<file path="config.mk">
export PLATFORM = sky130hd
export DESIGN_NAME = multicycle_control_unit
export DESIGN_NICKNAME = d
export VERILOG_FILES = /design/src/rtl/multicycle_control_unit_pkg.sv /design/src/rtl/multicycle_control_unit_decode.sv /design/src/rtl/multicycle_control_unit.sv
export SDC_FILE = /design/constraint.sdc
export NUM_CORES = 1
export LEC_CHECK = 0
export ABC_CLOCK_PERIOD_IN_PS = 2400
export CAP_MARGIN = 10
export CORE_MARGIN = 1
export CORE_UTILIZATION = 35
export CTS_CLUSTER_SIZE = 28
export DETAILED_ROUTE_END_ITERATION = 8
export GPL_TIMING_DRIVEN = 0
export PLACE_DENSITY = 0.8
export RECOVER_POWER = 50
export SYNTH_ARGS = -nofsm -noshare
export SYNTH_HDL_FRONTEND = slang
export SYNTH_SLANG_ARGS = --single-unit
</file>
<file path="constraint.sdc">
create_clock -name clk -period 2.4 [get_ports clk]
set_clock_uncertainty 0.15 [all_clocks]
set_input_delay 0.6 -clock clk [delete_from_list [all_inputs] [get_ports clk]]
set_output_delay 0.6 -clock clk [all_outputs]
set_load 0.005 [all_outputs]
</file>
<file path="src/rtl/multicycle_control_unit_pkg.sv">
// multicycle_control_unit_pkg
// Shared definitions for the multi-cycle CPU control unit: opcode and func
// constants, FSM state encoding, ALU op codes, datapath mux encodings,
// instruction classes and the packed control-word struct.
// No ports (package).

package multicycle_control_unit_pkg;

   localparam int WORD_SIZE = 16;

   // opcodes, instruction[WORD_SIZE-1 -: 4]
   localparam logic [3:0] OP_BNE   = 4'h0;
   localparam logic [3:0] OP_BEQ   = 4'h1;
   localparam logic [3:0] OP_BGZ   = 4'h2;
   localparam logic [3:0] OP_BLZ   = 4'h3;
   localparam logic [3:0] OP_ADI   = 4'h4;
   localparam logic [3:0] OP_ORI   = 4'h5;
   localparam logic [3:0] OP_LHI   = 4'h6;
   localparam logic [3:0] OP_LWD   = 4'h7;
   localparam logic [3:0] OP_SWD   = 4'h8;
   localparam logic [3:0] OP_JMP   = 4'h9;
   localparam logic [3:0] OP_JAL   = 4'hA;
   localparam logic [3:0] OP_RTYPE = 4'hF;

   // func field, instruction[5:0], opcode OP_RTYPE only
   localparam logic [5:0] FN_ADD = 6'd0;
   localparam logic [5:0] FN_SUB = 6'd1;
   localparam logic [5:0] FN_AND = 6'd2;
   localparam logic [5:0] FN_ORR = 6'd3;
   localparam logic [5:0] FN_NOT = 6'd4;
   localparam logic [5:0] FN_TCP = 6'd5;
   localparam logic [5:0] FN_SHL = 6'd6;
   localparam logic [5:0] FN_SHR = 6'd7;
   localparam logic [5:0] FN_JPR = 6'd25;
   localparam logic [5:0] FN_JRL = 6'd26;
   localparam logic [5:0] FN_WWD = 6'd28;
   localparam logic [5:0] FN_HLT = 6'd29;

   typedef enum logic [2:0] {
      S_IF   = 3'd0,
      S_ID   = 3'd1,
      S_EX   = 3'd2,
      S_MEM  = 3'd3,
      S_WB   = 3'd4,
      S_HALT = 3'd5
   } state_t;

   localparam logic [3:0] ALU_ADD = 4'h0;
   localparam logic [3:0] ALU_SUB = 4'h1;
   localparam logic [3:0] ALU_AND = 4'h5;
   localparam logic [3:0] ALU_ORR = 4'h6;
   localparam logic [3:0] ALU_NOT = 4'h9;
   localparam logic [3:0] ALU_SHR = 4'hA;
   localparam logic [3:0] ALU_TCP = 4'hC;
   localparam logic [3:0] ALU_SHL = 4'hD;
   localparam logic [3:0] ALU_LHI = 4'hF;

   localparam logic [1:0] RD_RT   = 2'd0;
   localparam logic [1:0] RD_RD   = 2'd1;
   localparam logic [1:0] RD_LINK = 2'd2;

   localparam logic [1:0] MR_ALU = 2'd0;
   localparam logic [1:0] MR_MDR = 2'd1;
   localparam logic [1:0] MR_PC1 = 2'd2;

   localparam logic [1:0] PS_PC1    = 2'd0;
   localparam logic [1:0] PS_ALUOUT = 2'd1;
   localparam logic [1:0] PS_JUMP   = 2'd2;
   localparam logic [1:0] PS_REG    = 2'd3;

   localparam logic [1:0] SB_REG = 2'd0;
   localparam logic [1:0] SB_ONE = 2'd1;
   localparam logic [1:0] SB_IMM = 2'd2;

   typedef enum logic [3:0] {
      IC_RTYPE,
      IC_ITYPE,
      IC_LOAD,
      IC_STORE,
      IC_BRANCH,
      IC_JUMP,
      IC_JREG,
      IC_WWD,
      IC_HALT,
      IC_ILLEGAL
   } iclass_t;

   typedef struct packed {
      logic       pc_write;
      logic       pc_write_cond;
      logic       ir_write;
      logic       i_or_d;
      logic       mem_read;
      logic       mem_write;
      logic       reg_write;
      logic [1:0] reg_dst;
      logic [1:0] mem_to_reg;
      logic       alu_src_a;
      logic [1:0] alu_src_b;
      logic [1:0] pc_source;
      logic [3:0] alu_op;
      logic [1:0] branch_type;
      logic       wwd_valid;
      logic       halted;
      logic       illegal;
   } ctl_t;

endpackage

</file>
<file path="src/rtl/multicycle_control_unit_decode.sv">
// mcu_decode
// Combinational instruction classifier and ALU op lookup.
// Ports:
//   opcode  in  4  instruction opcode field
//   func    in  6  R-type function field
//   iclass  out    instruction class
//   link    out 1  instruction also writes the return address to $2
//   alu_op  out 4  ALU function used in EX

module mcu_decode
   import multicycle_control_unit_pkg::*;
(
   input  logic [3:0] opcode,
   input  logic [5:0] func,
   output iclass_t    iclass,
   output logic       link,
   output logic [3:0] alu_op
);

   always_comb begin
      iclass = IC_ILLEGAL;
      link   = 1'b0;
      alu_op = ALU_ADD;
      case (opcode)
         OP_BNE, OP_BEQ, OP_BGZ, OP_BLZ: begin
            iclass = IC_BRANCH;
            alu_op = ALU_SUB;
         end
         OP_ADI:   iclass = IC_ITYPE;
         OP_ORI: begin
            iclass = IC_ITYPE;
            alu_op = ALU_ORR;
         end
         OP_LHI: begin
            iclass = IC_ITYPE;
            alu_op = ALU_LHI;
         end
         OP_LWD:   iclass = IC_LOAD;
         OP_SWD:   iclass = IC_STORE;
         OP_JMP:   iclass = IC_JUMP;
         OP_JAL: begin
            iclass = IC_JUMP;
            link   = 1'b1;
         end
         OP_RTYPE: begin
            iclass = IC_RTYPE;
            case (func)
               FN_ADD: alu_op = ALU_ADD;
               FN_SUB: alu_op = ALU_SUB;
               FN_AND: alu_op = ALU_AND;
               FN_ORR: alu_op = ALU_ORR;
               FN_NOT: alu_op = ALU_NOT;
               FN_TCP: alu_op = ALU_TCP;
               FN_SHL: alu_op = ALU_SHL;
               FN_SHR: alu_op = ALU_SHR;
               FN_JPR: iclass = IC_JREG;
               FN_JRL: begin
                  iclass = IC_JREG;
                  link   = 1'b1;
               end
               FN_WWD: iclass = IC_WWD;
               FN_HLT: iclass = IC_HALT;
               default: iclass = IC_ILLEGAL;
            endcase
         end
         default: iclass = IC_ILLEGAL;
      endcase
   end

endmodule

</file>
<file path="src/rtl/multicycle_control_unit.sv">
// multicycle_control_unit
// Multi-cycle sequencing FSM for the 16-bit CPU datapath. Steps each
// instruction through fetch/decode/execute/memory/write-back and drives the
// datapath enables and mux selects.
// Optional feature: define MCU_PERF_CNT_EN to add the retired-instruction
// counter and its num_inst port.
// Ports:
//   clk, reset_n (async, active-low)
//   instruction      in  IR contents, decoded from ID onward
//   mem_ready        in  memory completed the current request
//   pc_write .. reg_write, reg_dst, mem_to_reg, alu_src_a/b, pc_source,
//   alu_op, branch_type  out  datapath controls
//   wwd_valid, halted, illegal  out  status
//   num_inst         out  retired count (MCU_PERF_CNT_EN only)
//
// state | meaning
// IF    | fetch: mem_read until mem_ready, then latch IR and PC+1
// ID    | decode; jumps, WWD, illegal and HLT finish here
// EX    | ALU op, address add, or branch compare
// MEM   | data access until mem_ready
// WB    | register file write
// HALT  | parked after HLT until reset

module multicycle_control_unit #(
   parameter int WORD_SIZE = multicycle_control_unit_pkg::WORD_SIZE
`ifdef MCU_PERF_CNT_EN
   , parameter int CNT_W = 16
`endif
) (
   input  logic                 clk,
   input  logic                 reset_n,
   input  logic [WORD_SIZE-1:0] instruction,
   input  logic                 mem_ready,
   output logic                 pc_write,
   output logic                 pc_write_cond,
   output logic                 ir_write,
   output logic                 i_or_d,
   output logic                 mem_read,
   output logic                 mem_write,
   output logic                 reg_write,
   output logic [1:0]           reg_dst,
   output logic [1:0]           mem_to_reg,
   output logic                 alu_src_a,
   output logic [1:0]           alu_src_b,
   output logic [1:0]           pc_source,
   output logic [3:0]           alu_op,
   output logic [1:0]           branch_type,
   output logic                 wwd_valid,
   output logic                 halted,
   output logic                 illegal
`ifdef MCU_PERF_CNT_EN
   , output logic [CNT_W-1:0]   num_inst
`endif
);

   import multicycle_control_unit_pkg::*;

   state_t     state_q, state_d;
   iclass_t    iclass;
   logic       link;
   logic [3:0] dec_alu_op;
   logic [3:0] opcode;
   logic [5:0] func;
   ctl_t       ctl, ctl_out;
   logic       unused_ir;

   assign opcode    = instruction[WORD_SIZE-1 -: 4];
   assign func      = instruction[5:0];
   assign unused_ir = ^instruction[WORD_SIZE-5:6];

   mcu_decode u_decode (
      .opcode (opcode),
      .func   (func),
      .iclass (iclass),
      .link   (link),
      .alu_op (dec_alu_op)
   );

   always_ff @(posedge clk or negedge reset_n) begin
      if (!reset_n) state_q <= S_IF;
      else          state_q <= state_d;
   end

   always_comb begin
      state_d = state_q;
      case (state_q)
         S_IF:  if (mem_ready) state_d = S_ID;
         S_ID: begin
            case (iclass)
               IC_JUMP, IC_JREG, IC_WWD, IC_ILLEGAL: state_d = S_IF;
               IC_HALT: state_d = S_HALT;
               default: state_d = S_EX;
            endcase
         end
         S_EX: begin
            case (iclass)
               IC_RTYPE, IC_ITYPE: state_d = S_WB;
               IC_LOAD, IC_STORE:  state_d = S_MEM;
               default:            state_d = S_IF;
            endcase
         end
         S_MEM: if (mem_ready) state_d = (iclass == IC_LOAD) ? S_WB : S_IF;
         S_WB:   state_d = S_IF;
         S_HALT: state_d = S_HALT;
         default: state_d = S_IF;
      endcase
   end

   always_comb begin
      ctl = '0;
      case (state_q)
         S_IF: begin
            ctl.mem_read  = 1'b1;
            ctl.alu_src_b = SB_ONE;
            // IR and PC+1 are latched in the cycle the fetch completes
            if (mem_ready) begin
               ctl.ir_write = 1'b1;
               ctl.pc_write = 1'b1;
            end
         end
         S_ID: begin
            // ALUOut <= PC+1+imm, the branch target consumed in EX
            ctl.alu_src_b = SB_IMM;
            case (iclass)
               IC_JUMP, IC_JREG: begin
                  ctl.pc_write  = 1'b1;
                  ctl.pc_source = (iclass == IC_JUMP) ? PS_JUMP : PS_REG;
                  if (link) begin
                     ctl.reg_write  = 1'b1;
                     ctl.reg_dst    = RD_LINK;
                     ctl.mem_to_reg = MR_PC1;
                  end
               end
               IC_WWD:     ctl.wwd_valid = 1'b1;
               IC_ILLEGAL: ctl.illegal   = 1'b1;
               default: ;
            endcase
         end
         S_EX: begin
            ctl.alu_src_a = 1'b1;
            ctl.alu_op    = dec_alu_op;
            case (iclass)
               IC_ITYPE, IC_LOAD, IC_STORE: ctl.alu_src_b = SB_IMM;
               IC_BRANCH: begin
                  ctl.pc_write_cond = 1'b1;
                  ctl.pc_source     = PS_ALUOUT;
                  ctl.branch_type   = opcode[1:0];
               end
               default: ctl.alu_src_b = SB_REG;
            endcase
         end
         S_MEM: begin
            ctl.i_or_d    = 1'b1;
            ctl.mem_read  = (iclass == IC_LOAD);
            ctl.mem_write = (iclass == IC_STORE);
         end
         S_WB: begin
            ctl.reg_write  = 1'b1;
            ctl.reg_dst    = (iclass == IC_RTYPE) ? RD_RD : RD_RT;
            ctl.mem_to_reg = (iclass == IC_LOAD) ? MR_MDR : MR_ALU;
         end
         S_HALT: ctl.halted = 1'b1;
         default: ;
      endcase
   end

   // reset must silence the datapath immediately, not at the next edge
   assign ctl_out = reset_n ? ctl : '0;

   assign pc_write      = ctl_out.pc_write;
   assign pc_write_cond = ctl_out.pc_write_cond;
   assign ir_write      = ctl_out.ir_write;
   assign i_or_d        = ctl_out.i_or_d;
   assign mem_read      = ctl_out.mem_read;
   assign mem_write     = ctl_out.mem_write;
   assign reg_write     = ctl_out.reg_write;
   assign reg_dst       = ctl_out.reg_dst;
   assign mem_to_reg    = ctl_out.mem_to_reg;
   assign alu_src_a     = ctl_out.alu_src_a;
   assign alu_src_b     = ctl_out.alu_src_b;
   assign pc_source     = ctl_out.pc_source;
   assign alu_op        = ctl_out.alu_op;
   assign branch_type   = ctl_out.branch_type;
   assign wwd_valid     = ctl_out.wwd_valid;
   assign halted        = ctl_out.halted;
   assign illegal       = ctl_out.illegal;

`ifdef MCU_PERF_CNT_EN
   logic             retire;
   logic [CNT_W-1:0] cnt_q;

   // retire = last state of an instruction leaving for IF, or entering HALT
   assign retire = ((state_d == S_IF) && (state_q != S_IF)) ||
                   ((state_d == S_HALT) && (state_q != S_HALT));

   always_ff @(posedge clk or negedge reset_n) begin
      if (!reset_n)    cnt_q <= '0;
      else if (retire) cnt_q <= cnt_q + CNT_W'(1);
   end

   assign num_inst = cnt_q;
`endif

endmodule
</file>
==> key figures <==
Finish
  – Design Area, Final: between 1500 and 2000 um^2
  – Nets: 218
  – Largest regs: state_q: 3 flops
  – Fillers: 145
  – Largest register FFs: 3
  – Number of diodes: 0
  – Syn-to-layout area delta: 105%
  – Largest Register: state_q
  – Layout cells sized above 1: between 60% and 70%

Detailed routing
  – Drt wl/cell: 19.7 um
  – Number of remaining DRC errors: 0
  – Initial DRC count: 36
  – ANT nets after route: 0
  – DR vias: 1358
  – DR vias/cell: approximately 6.0
  – Detailed Routing Iterations Pass 1: 4
  – Wirelength, routed: 4460 um

GRT
  – Largest net degree at the start of global routing: 11
  – First-pass GRT wire length: 5710 um
  – All-Layer GR Usage: 28.9%
  – Total gr overflow: 0
  – Initial antenna violation count: 0
  – Vias in the first global route: 1309

Logic synthesis
  – Synth top cells by count: 14 x nor2_1, 10 x nand2_1, 6 x inv_1
  – Syn Nets: 137
  – Count leader, synth: nor2_1
  – Syn avg cell area: approximately 7.4 um^2
  – Synth area leaders: dfrtp_1 8.6%, nor2_1 6.0%, nand2_1 4.3%
  – Syn. warnings: 0
  – Post-synth ARST share: 100%
  – Synthesized area: 875 um^2
  – Area leader, netlist: dfrtp_1
  – Sequential area share after synthesis: 8.58%
  – EDFF count, synth: 0
  – Synth unique cells: 54
  – Post-synth top area share: 8.58%
  – Cells after Synth: 118
  – Register bit total from synthesis: 3
  – Ys flop type: dfrtp_1

Place
  – GPL Wtd Cong: 0.879
  – IO buf count: 35
  – Placed Area: 1270 um^2
  – Detailed placement HPWL: 2040 um

Clock tree
  – Clock Latency Late Sink: around 0.25 ns
  – Total CTS buffers: 3
  – Root Buffer Master: clkbuf_4
  – Post-CTS Hold Buffers: 0
  – H-tree levels: 1
  – Clock tree buffer depth: 2
  – Clock sink count: 3
  – Clock transition at path regs: 0.04 ns
  – CTS tree: yes

Die
  – # rows: 17
  – Die H: 52.0 um
  – Initial Util: 38.4%
  – Total I/O pin count: 44
  – Full die area: ~2700 um^2
  – Die Span X: roughly 52 um
  – Core box area: ~2300 um^2

Power and ir drop
  – Leak: between 0.8 and 0.9 nW
  – Cell Pwr Density: between 400 and 500 nW/um^2
  – VDD IR max: 0.437 mV

Timing
  – Total negative slack: -5.88 ns
  – Setup violators final: 21
  – Max frequency: 342 MHz
  – Slew of the pin with the lowest slew margin: 0.525 ns
  – Final period util: 122%
  – Final hold viol count: 0
  – Max-slew violation count: 0
  – Tmin final: 2.93 ns
  – Slew headroom: 64.8%
  – PnR worst setup slack: -0.527 ns
  – Unrepaired setup endpoints after global routing: true
  – Worst Hold Margin: 0.260 ns

Setup path
  – CP startpoint kind: input port
  – Reg2reg end: state_q[1]
  – FF-to-FF setup slack: 0.84 ns
  – Worst r2r src: state_q[1]
  – Crit path required time: around 1.7 ns
  – Crit Path Max Fanout: 6
  – Critical Path End: pc_source[0]
  – Crit path from: instruction[2]
  – Crit Path Class: input port to output pin
  – WP data arrival: ~2.2 ns
  – Worst Reg-to-Reg Cells: 5
  – Worst setup EP type: output pin

Status
  – Status: finished with violations
  – Violated checks: setup timing

Job
  – Max_cap viols: 0

Worst hold path
  – Worst Hold Class: input port to asynchronous set/reset pin
[final cells by class]
class | count | area, um^2 | area share [%]
timing repair buffer | 76 | 604 | 33.7
clock buffer | 4 | 26.3 | 1.46
sequential | 3 | 77.6 | 4.32
multi-input combinational | 101 | 927 | 51.7
buffer | 8 | 98.8 | 5.51
tap | 28 | 35.0 | 1.95
inverter | 6 | 25.0 | 1.39
[kinds of logic (layout without fill, tap and decap cells)]
| logic type | Yosys count | count (layout) | synth area share (%) |
|---|---|---|---|
| flops | 3 | 3 | 8.58 |
| buf+inv | 14 | 94 | 10.9 |
| simple gates | 58 | 58 | 38.3 |
| xor+xnor | 5 | 5 | 5.01 |
| compound gates | 38 | 38 | 37.2 |
[worst min path at each step]
stage	startpoint	to	slack, ns	cells after the start
2_1_floorplan	reset_n	state_q[0]	0.15	0
3_3_place_gp	state_q[2]	state_q[0]	0.40	1
3_5_place_dp	state_q[2]	state_q[0]	0.41	1
4_1_cts	reset_n	state_q[1]	0.07	2
5_1_grt	reset_n	state_q[2]	0.28	3
6_report	reset_n	state_q[1]	0.26	3
[power by group]
part / leakage, nW / internal [mW] / switching (mW)
Combinational: 0.802 / 0.297 / 0.286
Clock: 0.0150 / 0.0630 / 0.0369
Sequential: 0.0360 / 0.0735 / 0.0300
Total: 0.853 / 0.433 / 0.353
[what timing repair did]
| action | CTS | global route |
|---|---|---|
| pin swaps | 25 | 22 |
| resized for setup | 167 | 29 |
| setup endpoints to repair | 25 | 22 |
| buffers inserted | 30 | 11 |
| endpoints found under the hold margin | 0 | 0 |
[worst max-delay path: stages]
cell      delay [ns]
buf_12          0.11
and4bb_2        0.35
a221oi_4        0.09
a221o_2         0.42
buf_6           0.13
and3b_1         0.22
o21ba_1         0.13
buf_2           0.12
[stage by stage]
step           worst slack [ns]  util, %  total power, mW  std cells
3_3_place_gp              -1.24     55.9            0.461        181
4_1_cts                  -0.444     72.0            0.681        215
5_1_grt                  -0.545     78.8            0.825        226
3_5_place_dp              -1.26     55.9            0.476        181
2_1_floorplan            -0.148        -            0.318        118
6_report                 -0.527     78.8            0.787        226
[metal layers]
layer | GRT usage [%] | share of wire, % | vias to the layer above
met5 | 0 | 0 | -
met4 | 18.9 | 6.5 | 0
met3 | 5.56 | 5.4 | 33
met2 | 53.6 | 51 | 83
met1 | 28.7 | 37 | 645
li1 | - | - | 597
[layout by cell type (no fill, tap or decap), drive strengths merged, types with 2 or more instances in the layout]
master / synthesis / final
dlygate4sd2: 0 / 2
nor3: 3 / 3
nand3: 5 / 5
a31oi: 3 / 3
o21ai: 7 / 7
inv: 6 / 6
and3: 5 / 5
nor2b: 4 / 4
a21oi: 3 / 3
dfrtp: 3 / 3
o21bai: 3 / 3
o22ai: 2 / 2
nor2: 14 / 14
clkbuf: 4 / 11
nor4: 2 / 2
a31o: 3 / 3
and2: 4 / 4
buf: 4 / 70
o211ai: 2 / 2
nand2: 11 / 11
clkdlybuf4s50: 0 / 2
a21o: 2 / 2
xnor2: 4 / 4
nand2b: 2 / 2
No activity file was read; power rests on OpenSTA's default activity.
==> RTL change 1 (same settings) <==
Add a define of `MCU_PERF_CNT_EN`.
--- a/src/rtl/multicycle_control_unit.sv
+++ b/src/rtl/multicycle_control_unit.sv
@@ -20,6 +20,8 @@
 // MEM   | data access until mem_ready
 // WB    | register file write
 // HALT  | parked after HLT until reset
+
+`define MCU_PERF_CNT_EN
 
 module multicycle_control_unit #(
    parameter int WORD_SIZE = multicycle_control_unit_pkg::WORD_SIZE
Function (old outputs only; new: num_inst): kept (Yosys induction, for registers that start in step).
==> RTL change 1 against the original RTL <==
The flow still finishes with violations (setup timing). Sequential power grew to 5.0 times the old value. Cell count rose by 56%. Sequential cell count up 16. Final area increased by 72%. Total power rose to 2.9 times the old value. Routed wire length is 54% higher. Synthesized area increased by 94%. Setup slack lost 0.11 ns. Worst hold slack lost 0.042 ns. Critical path type unchanged. Critical endpoint is now reg_dst[0]. Largest cell class unchanged.
==> RTL change 1: results (changes against the original RTL) <==
stage;metric;value;unit;change
outcome;outcome;complete, but fails checks;;
outcome;violations;setup timing;;
synthesis;yosys-top-cells-area;dfrtp_1, xor2_1, nor3_1;;
synthesis;ys_seq_elements;19;;+16
layout;fin_cells;352;;+56%
timing;finalSetupViolCount;23;;+9.5%
global_routing;grt_pass1_vias;2011;;+54%
setup_path;rr_worst_depth;8;;+3
clocking;post_cts.repair.setup_buffers;26;;-13%
detailed_routing;dr_wl_met3;546;um;+130%
synthesis;synthAdderAreaFrac;0.00736;;+0.00736
global_routing;grt_pass1_wl;9730;um;+71%
timing;fin_hold_ws;0.218;ns;-0.0416 ns
detailed_routing;wl;6880;um;+54%
setup_path;path_max_fanout;5;;-1
layout;drive_gt1_frac;0.483;;-0.148
synthesis;synth_xor_area_frac;0.0972;;+0.0471
layout;num-nets-final;321;;+47%
layout;largest_register_ffs;16;;+13
layout;buffer_area_frac;0.321;;-0.0705
synthesis;yosysSeqAreaShare;0.280;;+0.194
clocking;ctsRootBufferMaster;clkbuf_8;;
setup_path;startpoint;instruction[0];;
detailed_routing;routed_via_density;6.01;;about the same
setup_path;crit_end;reg_dst[0];;
floorplanning;die_w;71.7;um;+38%
synthesis;synth_nets;223;;+63%
timing;maxSlewHeadroom;0.518;;-0.130
place;pre_cts_ws;-1.81;ns;-0.547 ns
global_routing;use_met2;0.375;;-0.161
setup_path;r2r_start;state_q[1];;
synthesis;postSynthAreaPerCell;8.37;um^2;+13%
detailed_routing;wl_met1;2670;um;+61%
setup_path;r2r_slack;0.25;ns;-0.59 ns
detailed_routing;wl_met2;3410;um;+50%
detailed_routing;drt_iter0_drc;183;;+410%
place;gp_congestion;0.890;;+1.2%
global_routing;grtUsageMet3;0.0506;;-0.00492
synthesis;muxShareOfSynthArea;0.0147;;+0.0147
clocking;cts_hold_buf;1;;+1
layout;multi_input_gates;162;;+60%
place;place_hpwl;3420;um;+68%
clocking;cts_resized;165;;-1.2%
synthesis;synth_compound_area_frac;0.193;;-0.179
clocking;clk_transition_reported_paths;0.07;ns;+0.03 ns
place;dp_cells;305;;+69%
layout;register_area;477;um^2;+510%
timing;finalWorstSetupSlack;-0.633;ns;-0.107 ns
place;portBuffers;50;;+43%
layout;fillers;302;;+110%
layout;buffers;109;;+30%
layout;clock_area_frac;0.0146;;-0.0000517
global_routing;use_met1;0.314;;+0.0269
synthesis;synth_common_cells;dfrtp_1, nand2_1, xor2_1;;
layout;multi_input_area_share;0.481;;-0.0356
global_routing;grt_max_degree;13;;+2
timing;fin_tns_setup;-7.20;ns;-1.32 ns
setup_path;r2r_end;num_inst[12];;
RTL change 1: changes by cell type in the layout (fill, tap and decap cells not counted), sizes merged, moves of 7 or more:
cell,change
xor2,+14
nor3,+11
dfrtp,+16
clkdlybuf4s50,+9
nand3,+7
dlygate4sd3,+7
RTL change 1: power breakdown:
part	internal [mW]	total, mW	switching [mW]
sequential	0.409	0.517	0.108
combinational	0.755	1.50	0.745
clock	0.118	0.228	0.109
RTL change 1: worst min-delay path by stage:
| stage | from | endpoint |
|---|---|---|
| 4_1_cts | reset_n | num_inst[14] |
| 3_5_place_dp | num_inst[15] | num_inst[15] |
| 2_1_floorplan | reset_n | num_inst[0] |
| 5_1_grt | reset_n | state_q[1] |
| 3_3_place_gp | num_inst[12] | num_inst[12] |
| 6_report | reset_n | state_q[1] |
RTL change 1: worst max-delay path: stages:
cell	delay (ns)
buf_12	0.11
nor3b_4	0.24
o211ai_1	0.17
a21oi_2	0.29
buf_4	0.17
a41o_1	0.21
buf_4	0.14
nor3b_2	0.19
buf_2	0.16
==> RTL change 2 (same settings) <==
Made on the original files. Encoding of `state_t`: now Gray code (3 bits for 6 states).
--- a/src/rtl/multicycle_control_unit_pkg.sv
+++ b/src/rtl/multicycle_control_unit_pkg.sv
@@ -37,12 +37,12 @@
    localparam logic [5:0] FN_HLT = 6'd29;
 
    typedef enum logic [2:0] {
-      S_IF   = 3'd0,
-      S_ID   = 3'd1,
-      S_EX   = 3'd2,
-      S_MEM  = 3'd3,
-      S_WB   = 3'd4,
-      S_HALT = 3'd5
+      S_IF   = 3'b000,
+      S_ID   = 3'b001,
+      S_EX   = 3'b011,
+      S_MEM  = 3'b010,
+      S_WB   = 3'b110,
+      S_HALT = 3'b111
    } state_t;
 
    localparam logic [3:0] ALU_ADD = 4'h0;
Function: same outputs for any inputs over 10 cycles, from zero or initial values and one cycle with reset_n low; not proved beyond that.
==> RTL change 2 against the original RTL <==
The run still ends with setup timing left. Critical path depth decreased by 1. Routed wire length decreased by 4.3%. Final area down 0.77%. Sequential cell count unchanged. First-iteration DRC count increased by 69%. Total power fell by 8.4%. Synthesized area down 7.2%. Setup slack worse by 0.066 ns. Highest routed layer unchanged. Non-clock buffer count up 1.
==> RTL change 2: results (changes against the original RTL) <==
stage;metric;value;unit;change
layout;drive_gt1_frac;0.567;;-0.0646
clocking;clk-insertion-delay-late;0.23;ns;-0.02 ns
outcome;outcome;complete, but fails checks;;
layout;num-nets-final;230;;+5.5%
timing;finalSetupViolCount;18;;-14%
layout;flops_and_latches;3;;unchanged
timing;worst_slew_pin_slew;0.407;ns;-0.118 ns
detailed_routing;wl;4270;um;-4.3%
layout;buffer_area_frac;0.397;;+0.00514
timing;fin_tns_setup;-7.40;ns;-1.51 ns
setup_path;r2r_slack;0.86;ns;+0.02 ns
place;gp_congestion;0.888;;+1.0%
layout;fin_cells;238;;+5.3%
timing;finalWorstSetupSlack;-0.593;ns;-0.0663 ns
global_routing;grt_pass1_vias;1340;;+2.4%
place;placed_area;1230;um^2;-3.4%
synthesis;yosysSeqAreaShare;0.0924;;+0.00661
global_routing;grt_util_all_layers;0.322;;+0.0322
outcome;violations;setup timing;;
detailed_routing;vias;1435;;+5.7%
layout;buffers;85;;+1.2%
layout;seq_share;0.0429;;-0.000369
setup_path;path_delay_family;simple AND/OR/NAND/NOR gates;;
synthesis;synth.distinct_cells;45;;-17%
setup_path;cpMaxStageDelayCell;or3b_1;;
setup_path;crit_end;alu_op[3];;
## RTL change 2: cell types whose count changed after synthesis, moves of 3 or more
cell and change:
nand2_1 +7, nor2b_1 -3, clkbuf_1 +6, a21oi_1 +7, nand3_1 -3, and3_1 -3
or3_1 +4, nor3_1 +3
## RTL change 2: cells by family (layout without fill, tap and decap cells)
| logic type | after synthesis | in the layout | share of synthesized area |
|---|---|---|---|
| DFF | 3 | 3 | 0.0924 |
| buffers and inverters | 19 | 97 | 0.106 |
| AOI/OAI and AO/OA | 42 | 42 | 0.357 |
| and+or+nand+nor | 64 | 64 | 0.401 |
| xor gates and xnor gates | 4 | 4 | 0.0432 |
## RTL change 2: power by group
part | total, mW | switching, mW | internal, mW
Clock | 0.0906 | 0.0281 | 0.0624
Sequential | 0.106 | 0.0375 | 0.0685
Combinational | 0.524 | 0.274 | 0.250
## RTL change 2: timing repair
action,4_1_cts,5_1_grt
pin swaps,31,14
setup endpoints to repair,28,20
hold buffers,1,0
setup buffers,34,8
resized for setup,169,28
hold endpoints to repair,3,0
## RTL change 2: layer usage
metal | part of all wire | wire length [um] | global-route usage | vias to the layer above
met3 | 0.070 | 298 | 0.0939 | 22
met2 | 0.52 | 2220 | 0.587 | 86
met5 | 0 | 0 | 0 | -
met4 | 0.045 | 191 | 0.167 | 0
met1 | 0.36 | 1550 | 0.325 | 689
li1 | - | - | - | 638
## RTL change 2: worst min-delay path by stage
stage	start	end	cells past startpoint
6_report	reset_n	state_q[1]	2
5_1_grt	state_q[1]	state_q[0]	3
4_1_cts	reset_n	state_q[2]	2
3_5_place_dp	reset_n	state_q[0]	1
3_3_place_gp	reset_n	state_q[0]	1
2_1_floorplan	reset_n	state_q[0]	0
